### config.mk
export PLATFORM = sky130hd
export DESIGN_NAME = nav_turn_queue
export DESIGN_NICKNAME = d
export VERILOG_FILES = /design/src/rtl/nav_pkg.sv /design/src/rtl/nav_turn_fifo.sv /design/src/rtl/nav_turn_queue.sv
export SDC_FILE = /design/constraint.sdc
export NUM_CORES = 1
export LEC_CHECK = 0
export BUFFER_PORTS_ARGS = -buffer_cell sky130_fd_sc_hd__buf_2
export CORE_AREA = 2 2 54 61
export DETAILED_ROUTE_END_ITERATION = 8
export DIE_AREA = 0 0 56 63
export GPL_TIMING_DRIVEN = 0
export HOLD_SLACK_MARGIN = 0.15
export PLACE_DENSITY = 0.49
export SYNTH_ARGS = -nofsm -noshare
export SYNTH_HDL_FRONTEND = slang
export SYNTH_HIERARCHICAL = 1
export SYNTH_SLANG_ARGS = --single-unit
### constraint.sdc
create_clock -name CLK -period 2.2 [get_ports CLK]
set_clock_uncertainty 0.1 [all_clocks]
set_input_delay 0.33 -clock CLK [delete_from_list [all_inputs] [get_ports CLK]]
set_output_delay 0.33 -clock CLK [all_outputs]
set_load 0.01 [all_outputs]
### src/rtl/nav_pkg.sv
// Direction encoding shared by the turn queue and its per-player FIFO.
package nav_pkg;

    typedef logic [1:0] nav_dir_t;

    localparam nav_dir_t DIR_UP    = 2'd0;
    localparam nav_dir_t DIR_LEFT  = 2'd1;
    localparam nav_dir_t DIR_RIGHT = 2'd2;
    localparam nav_dir_t DIR_DOWN  = 2'd3;

    // Codes are arranged so that a reversal is a bitwise inversion.
    function automatic nav_dir_t opposite(input nav_dir_t d);
        return d ^ 2'b11;
    endfunction

endpackage

### src/rtl/nav_turn_fifo.sv
// Small circular FIFO of pending turns for one player; exposes both the
// oldest entry (next to commit) and the newest entry (validation reference).
module nav_turn_fifo
    import nav_pkg::*;
#(
    parameter int DEPTH = 2
) (
    input  logic     CLK,
    input  logic     RESET,
    input  logic     push,
    input  logic     pop,
    input  nav_dir_t push_dir,
    output nav_dir_t head,
    output nav_dir_t tail,
    output logic     full,
    output logic     empty
);

    localparam int PTR_W = (DEPTH > 1) ? $clog2(DEPTH) : 1;
    localparam int CNT_W = $clog2(DEPTH + 1);
    localparam logic [PTR_W-1:0] PTR_LAST = PTR_W'(DEPTH - 1);
    localparam logic [CNT_W-1:0] CNT_MAX  = CNT_W'(DEPTH);

    nav_dir_t         mem [DEPTH];
    logic [PTR_W-1:0] rd_ptr;
    logic [PTR_W-1:0] wr_ptr;
    logic [PTR_W-1:0] tail_ptr;
    logic [CNT_W-1:0] count;
    logic [CNT_W-1:0] count_nxt;
    logic             full_q;
    logic             do_push;
    logic             do_pop;

    // A push into a full FIFO is legal when the same edge frees a slot.
    assign do_pop  = pop && (count != '0);
    assign do_push = push && (!full_q || do_pop);

    always_comb begin
        count_nxt = count;
        case ({do_push, do_pop})
            2'b10:   count_nxt = count + 1'b1;
            2'b01:   count_nxt = count - 1'b1;
            default: count_nxt = count;
        endcase
    end

    always_ff @(posedge CLK or posedge RESET) begin
        if (RESET) begin
            rd_ptr <= '0;
            wr_ptr <= '0;
            count  <= '0;
            full_q <= 1'b0;
        end else begin
            if (do_pop) begin
                rd_ptr <= (rd_ptr == PTR_LAST) ? '0 : rd_ptr + 1'b1;
            end
            if (do_push) begin
                wr_ptr <= (wr_ptr == PTR_LAST) ? '0 : wr_ptr + 1'b1;
            end
            count  <= count_nxt;
            full_q <= (count_nxt == CNT_MAX);
        end
    end

    always_ff @(posedge CLK or posedge RESET) begin
        if (RESET) begin
            for (int i = 0; i < DEPTH; i++) begin
                mem[i] <= DIR_UP;
            end
        end else if (do_push) begin
            mem[wr_ptr] <= push_dir;
        end
    end

    assign tail_ptr = (wr_ptr == '0) ? PTR_LAST : wr_ptr - 1'b1;
    assign head     = mem[rd_ptr];
    assign tail     = mem[tail_ptr];
    assign full     = full_q;
    assign empty    = (count == '0);

endmodule

### src/rtl/nav_turn_queue.sv
// Per-player button-to-direction turn queue: edge-detects buttons, rejects
// no-op and reversing turns, and commits one queued turn per game TICK.
module nav_turn_queue
    import nav_pkg::*;
#(
    parameter int         NUM_PLAYERS = 1,
    parameter int         QUEUE_DEPTH = 2,
    parameter logic [1:0] RESET_DIR   = 2'd0
) (
    input  logic                     CLK,
    input  logic                     RESET,
    input  logic                     TICK,
    input  logic                     ENABLE,
    input  logic [4*NUM_PLAYERS-1:0] BTN,
    output logic [2*NUM_PLAYERS-1:0] NAV_STATE,
    output logic [NUM_PLAYERS-1:0]   DIR_CHANGED,
    output logic [NUM_PLAYERS-1:0]   QUEUE_FULL
);

    logic [4*NUM_PLAYERS-1:0] btn_prev;

    // All-ones after reset so a button held through reset is not an edge.
    always_ff @(posedge CLK or posedge RESET) begin
        if (RESET) begin
            btn_prev <= '1;
        end else begin
            btn_prev <= BTN;
        end
    end

    for (genvar p = 0; p < NUM_PLAYERS; p++) begin : g_player
        logic [3:0] btn_rise;
        logic       req_any;
        nav_dir_t   req_dir;
        nav_dir_t   ref_dir;
        nav_dir_t   head_dir;
        nav_dir_t   tail_dir;
        nav_dir_t   nav_q;
        logic       req_valid;
        logic       do_pop;
        logic       do_push;
        logic       fifo_full;
        logic       fifo_empty;
        logic       changed_q;

        assign btn_rise = BTN[4*p +: 4] & ~btn_prev[4*p +: 4];
        assign req_any  = |btn_rise;

        always_comb begin
            req_dir = DIR_UP;
            if (btn_rise[0]) begin
                req_dir = DIR_UP;
            end else if (btn_rise[1]) begin
                req_dir = DIR_LEFT;
            end else if (btn_rise[2]) begin
                req_dir = DIR_RIGHT;
            end else if (btn_rise[3]) begin
                req_dir = DIR_DOWN;
            end
        end

        // Validate against where the snake will be heading once the queue drains.
        assign ref_dir   = fifo_empty ? nav_q : tail_dir;
        assign req_valid = req_any && (req_dir != ref_dir) && (req_dir != opposite(ref_dir));
        assign do_pop    = ENABLE && TICK && !fifo_empty;
        assign do_push   = ENABLE && req_valid && (!fifo_full || do_pop);

        nav_turn_fifo #(
            .DEPTH (QUEUE_DEPTH)
        ) u_fifo (
            .CLK      (CLK),
            .RESET    (RESET),
            .push     (do_push),
            .pop      (do_pop),
            .push_dir (req_dir),
            .head     (head_dir),
            .tail     (tail_dir),
            .full     (fifo_full),
            .empty    (fifo_empty)
        );

        always_ff @(posedge CLK or posedge RESET) begin
            if (RESET) begin
                nav_q     <= RESET_DIR;
                changed_q <= 1'b0;
            end else begin
                changed_q <= do_pop && (head_dir != nav_q);
                if (do_pop) begin
                    nav_q <= head_dir;
                end
            end
        end

        assign NAV_STATE[2*p +: 2] = nav_q;
        assign DIR_CHANGED[p]      = changed_q;
        assign QUEUE_FULL[p]       = fifo_full;
    end

endmodule
Yosys cells after proc, flatten, opt, wreduce, memory -nomap -nowiden
Cells that the tools add are included.

word-level totals
  bits in registers = 16
  bits of input ports = 8
  output and inout port bits = 4

operators by class
  $add $sub $neg = 5
  order comparisons = 4
  equality and inequality tests = 6
  mux-type cells = 18
  bitwise operators = 6
  reduce and logical (&&, ||, !) cells = 17

operator list
  cell                                                                          number
  2-bit 2-to-1 mux                                                              12
  1-bit logical AND                                                             10
  2-bit >= comparator, second input constant                                    3
  2-bit inequality test                                                         3
  1-bit inverter with 2-bit output                                              3
  4-bit bitwise AND                                                             1
  4-bit bitwise mux                                                             1
  2-bit == test, second input constant                                          2
  4-bit inverter                                                                1
  2-bit one-hot mux with 2 select lines                                         1
  4-bit OR reduction                                                            1
  1-bit 2-to-1 mux                                                              3
  1-bit adder, second input constant                                            2
  2-bit by 1-bit adder with 2-bit output, second input constant                 1
  2-bit demux with 1-bit select                                                 1
  2-bit by 1-bit == test with 1-bit output, second input constant               1
  1-bit zero test                                                               2
  2-bit zero test                                                               1
  1-bit logical OR                                                              2
  2-bit by 1-bit less-than comparator with 1-bit output, second input constant  1
  2-bit inverter                                                                1
  2-bit nonzero test                                                            1
  2-bit by 1-bit subtractor with 2-bit output, second input constant            1
  1-bit subtractor, second input constant                                       1

Depth between registers and ports, before layout
  depth after elaboration = 16
  mapped depth = 11
  gate-level depth less buffers = 11

Hierarchy
Netlist, hierarchy kept.

by module, submodules not included
  module          times used  cells each  area an instance (sq um)  seq. area each (sq um)
  nav_turn_fifo   1           40          488.0                     225.2
  nav_turn_queue  1           33          352.8                     180.2

Worst setup path after synthesis
No wires, ideal clock.

  path type = reg2reg
  start = register g_player[0].u_fifo.wr_ptr
  end = register g_player[0].u_fifo.full_q
  setup time = 0.121 ns
  data arrival time = 2.152 ns
  required time = 1.979 ns
  path slack = -0.173 ns
  stages on the path, launching flop included = 12
  cells stage by stage = dfrtp_1 -> mux2_2 -> xnor2_1 -> mux2i_1 -> xnor2_1 -> nor2_1 -> a21boi_2 -> inv_1 -> ha_1 -> nand3b_1 -> o21ai_0 -> a32o_2

on the way
  cells in the longest elaborated chain, start to end = 16

RTL lines
  element                                                                    line                  RTL
  start: declaration                                                         nav_turn_fifo.sv:26   logic [PTR_W-1:0] wr_ptr;
  start signal: assignment                                                   nav_turn_fifo.sv:58   wr_ptr <= (wr_ptr == PTR_LAST) ? '0 : wr_ptr + 1'b1;
  1-bit subtractor                                                           nav_turn_fifo.sv:75   assign tail_ptr = (wr_ptr == '0) ? PTR_LAST : wr_ptr - 1'b1;
  1-bit 2-to-1 mux *                                                         nav_turn_fifo.sv:75
  1-bit inverter with 2-bit output (not written as such) *                   nav_turn_fifo.sv:77   assign tail = mem[tail_ptr];
  2-bit 2-to-1 mux (not written as such) * (3 in series)                     nav_turn_fifo.sv:77
  via g_player[0].tail_dir[0]                                                nav_turn_queue.sv:37  nav_dir_t tail_dir;
  2-bit 2-to-1 mux *                                                         nav_turn_queue.sv:63  assign ref_dir = fifo_empty ? nav_q : tail_dir;
  2-bit inequality test or 2-bit inverter (tied branches)                    -
  1-bit logical AND or 2-bit inequality test (tied branches)                 nav_turn_queue.sv:64  assign req_valid = req_any && (req_dir != ref_dir) && (req_dir != opposite(ref_dir));
  1-bit logical AND *                                                        nav_turn_queue.sv:64
  1-bit logical AND * (2 in series)                                          nav_turn_queue.sv:66  assign do_push = ENABLE && req_valid && (!fifo_full || do_pop);
  via g_player[0].do_push                                                    nav_turn_queue.sv:41  logic do_push;
  1-bit logical AND *                                                        nav_turn_fifo.sv:36   assign do_push = push && (!full_q || do_pop);
  2-bit by 1-bit == test with 1-bit output or 2-bit == test (tied branches)  nav_turn_fifo.sv:40   case ({do_push, do_pop})
  2-bit one-hot mux with 2 select lines *                                    nav_turn_fifo.sv:40
  2-bit == test *                                                            nav_turn_fifo.sv:61   full_q <= (count_nxt == CNT_MAX);
  end signal: assignment                                                     nav_turn_fifo.sv:61
  end: declaration                                                           nav_turn_fifo.sv:30   logic full_q;

The timed path passes the listed nets; every way through them passes the cells marked *. The select of a mux whose other input is x is not followed.
A chain may end at the register's enable or synchronous reset.

Worst setup path in the final report
Same ends and word-level chain as after synthesis.

==> impl_metrics.json <==
{
  "ant_nets": 0,
  "n_antenna_cell": 0,
  "synth_cells": 73,
  "slew_headroom": 0.761,
  "end_kind": "flop",
  "use_met1": 0.132,
  "grt_pass1_wl_microns": 2890,
  "htreeDepth": 1,
  "critPathBufInv": 1,
  "max_freq_ghz": 0.422,
  "crit_path_cell_trace": "mux2_4, xnor2_1, mux2i_1, xnor2_1, nor2_2, a21boi_4, inv_2, ha_4, nand3b_1, o21ai_1, a32o_2",
  "clk_pin_slew_worst_paths_ns": 0.10,
  "hold_viol": 0,
  "grt_max_degree": 10,
  "worst_path_max_delay_cell": "dfrtp_2",
  "clock_latency_ns": 0.29,
  "start_util": 0.286,
  "critPathMaxStageDelay_ns": 0.44,
  "nets": 108,
  "clockBufferDepth": 2,
  "timing.final.ws_setup_ns": -0.170,
  "critPathLaunchType": "flop",
  "worst_pin_slew_ns": 0.358,
  "drive_gt1_frac": 0.429,
  "cts.sinks": 16,
  "grt_overflow": 0,
  "grtUsageMet3": 0.0311,
  "fp.coreArea_sq_mm": 0.00294,
  "first_iter_violations": 19,
  "drc_errors": 0,
  "rows": 21,
  "syn_to_final_growth_pct": 30.2,
  "drt_wl_total_microns": 1620,
  "grtUsageTotal": 0.103,
  "hp-class": "in2reg",
  "syn_avg_cell_area_sq_um": 11.5,
  "mostFrequentLayoutCells": "dfrtp_1, buf_2, xnor2_1, nand2b_1, inv_1",
  "die_w_microns": 56,
  "die-height_microns": 63,
  "synth_simple_gate_area_share": 0.0967,
  "fin_tns_setup_ns": -0.230,
  "synth_xor_area_frac": 0.104,
  "wl_per_cell_microns": 12.3,
  "cts_root_buf": "clkbuf_4",
  "synth_area_sq_um": 841,
  "cts_tree": "built",
  "place_ws_ns": -0.309,
  "utilization": 0.372,
  "globalplace.congestion": 0.711,
  "critical_path.most_common_cell": "xnor2_1",
  "violations": "negative setup slack",
  "use_met2": 0.165,
  "cts_inserted_buffers": 3,
  "port_buffers": 11,
  "critPathKind": "reg2reg",
  "busiest_layer": "met2",
  "synth_top_family_by_area": "multiplexers",
  "synth_compound_area_frac": 0.112,
  "cp.required_ns": 2.29,
  "yosys_warnings": 6,
  "synth_top_cell_by_area": "dfrtp_1",
  "finalCriticalPeriod_ns": 2.37,
  "viasPerCell": 4.42,
  "p_total_uw": 1440,
  "muxShareOfSynthArea": 0.146,
  "synth_area_leaders": "dfrtp_1, dfstp_2, xnor2_1",
  "synth_cell_type_count": 22,
  "firstDrtPassIters": 4,
  "antenna_found_initial": 0,
  "die-area_sq_mm": 0.00353,
  "synthAdderAreaFrac": 0.0149,
  "ys_seq_elements": 16,
  "io_pins": 12,
  "status": "finished with violations",
  "yosysTopAreaCellShare": 0.357,
  "slew_violations": 0,
  "fin_crit_sh": 1.08,
  "detailroute.via_count": 584,
  "path_delay_family": "compound AO/OA/AOI/OAI gates",
  "powerDensity_mw_per_mm2": 1320,
  "yosysSeqAreaShare": 0.482,
  "setup_viol_count_final": 3,
  "power_leakage_uw": 0.000507,
  "place_hpwl_microns": 1150,
  "drv_cap": 0,
  "arrival_ns": 2.46,
  "grt_pass1_vias": 623,
  "synth.net_count": 82,
  "rsz0062_at_grt": "yes",
  "crit_fanout": 3,
  "ir_worst_vdd_v": 0.000516
}
[cells in the mapped netlist]
| master | instances |
|---|---|
| a32o_2 | 1 |
| a21oi_2 | 2 |
| buf_6 | 1 |
| xor2_1 | 2 |
| nor2b_1 | 1 |
| nand3b_1 | 2 |
| inv_1 | 7 |
| mux2i_1 | 1 |
| nor2_1 | 3 |
| nand2_1 | 3 |
| mux2_2 | 6 |
| dfstp_2 | 4 |
| ha_1 | 1 |
| o21ai_0 | 2 |
| o21ai_4 | 1 |
| a21oi_1 | 4 |
| o211ai_1 | 1 |
| mux2_1 | 4 |
| nand2b_1 | 6 |
| a21boi_2 | 1 |
| xnor2_1 | 8 |
| dfrtp_1 | 12 |
[layer usage]
metal  routed length (microns)  up-vias
met1                       767      282
met4                        10        0
met3                        79        2
li1                          -      291
met2                       764        9
met5                         0        -
[repair_timing]
action | CTS | global route
endpoints found under the setup margin | 3 | 6
resized for setup | 2 | 5
hold buffers | 5 | 0
hold endpoints to repair | 17 | 0
setup buffers | 3 | 2
pin swaps | 3 | 1
[registers in the layout, indices dropped and copies added, names as in the netlist]
signal	cells
g_player.u_fifo/count	2
g_player.u_fifo/mem	4
DIR_CHANGED	1
g_player.u_fifo/rd_ptr	1
g_player.u_fifo/wr_ptr	1
g_player.u_fifo/full	1
NAV_STATE	2
btn_prev	4
[logic make-up (layout without fill, tap and decap cells)]
group           Yosys count  after routing
compound gates           12             12
xor+xnor                 10             10
fa+ha+maj                 1              1
buf+inv                   8             33
flops                    16             16
mux                      11             11
simple gates             15             15
[through the flow]
stage / instance area (sq um) / cells / hold slack (ns)
floorplan: 861 / 73 / 0.0305
global placement: 958 / 118 / 0.183
detailed placement: 958 / 118 / 0.196
CTS: 1060 / 130 / 0.304
global route: 1090 / 132 / 0.331
finish: 1090 / 132 / 0.309
[report_power, final]
group | internal, uW | total [uW] | leakage, uW | switching [uW]
Clock | 70.3 | 166 | 0.0000150 | 95.3
Sequential | 409 | 523 | 0.000192 | 114
Combinational | 455 | 752 | 0.000300 | 298
Total | 934 | 1440 | 0.000507 | 507
[worst min-delay path, cell delays in order]
cell      delay (ns)
buf_2           0.10
nand3b_1        0.17
a21oi_1         0.06
[worst paths after layout]
path                                      startpoint                   endpoint  slack, ns  cells after the start
hold reg to reg            g_player[0].u_fifo/mem[0]  g_player[0].u_fifo/mem[0]       0.43                      1
max in group asynchronous                      RESET  g_player[0].u_fifo/wr_ptr       1.25                      3
setup reg to reg           g_player[0].u_fifo/wr_ptr    g_player[0].u_fifo/full      -0.17                     11
min in group asynchronous                      RESET                DIR_CHANGED       0.43                      3
setup / recovery           g_player[0].u_fifo/wr_ptr    g_player[0].u_fifo/full      -0.17                     11
hold / removal                                  TICK                DIR_CHANGED       0.31                      3
[area by class of cell]
type                            count  area (sq um)
Multi-Input combinational cell     49           439
Fill cell                         303          1850
Timing Repair Buffer               21           143
Buffer                              1          11.3
Clock buffer                        4          26.3
Inverter                            7          26.3
Tap cell                           34          42.5
Sequential cell                    16           407
Power figures use the tool's default switching activity.
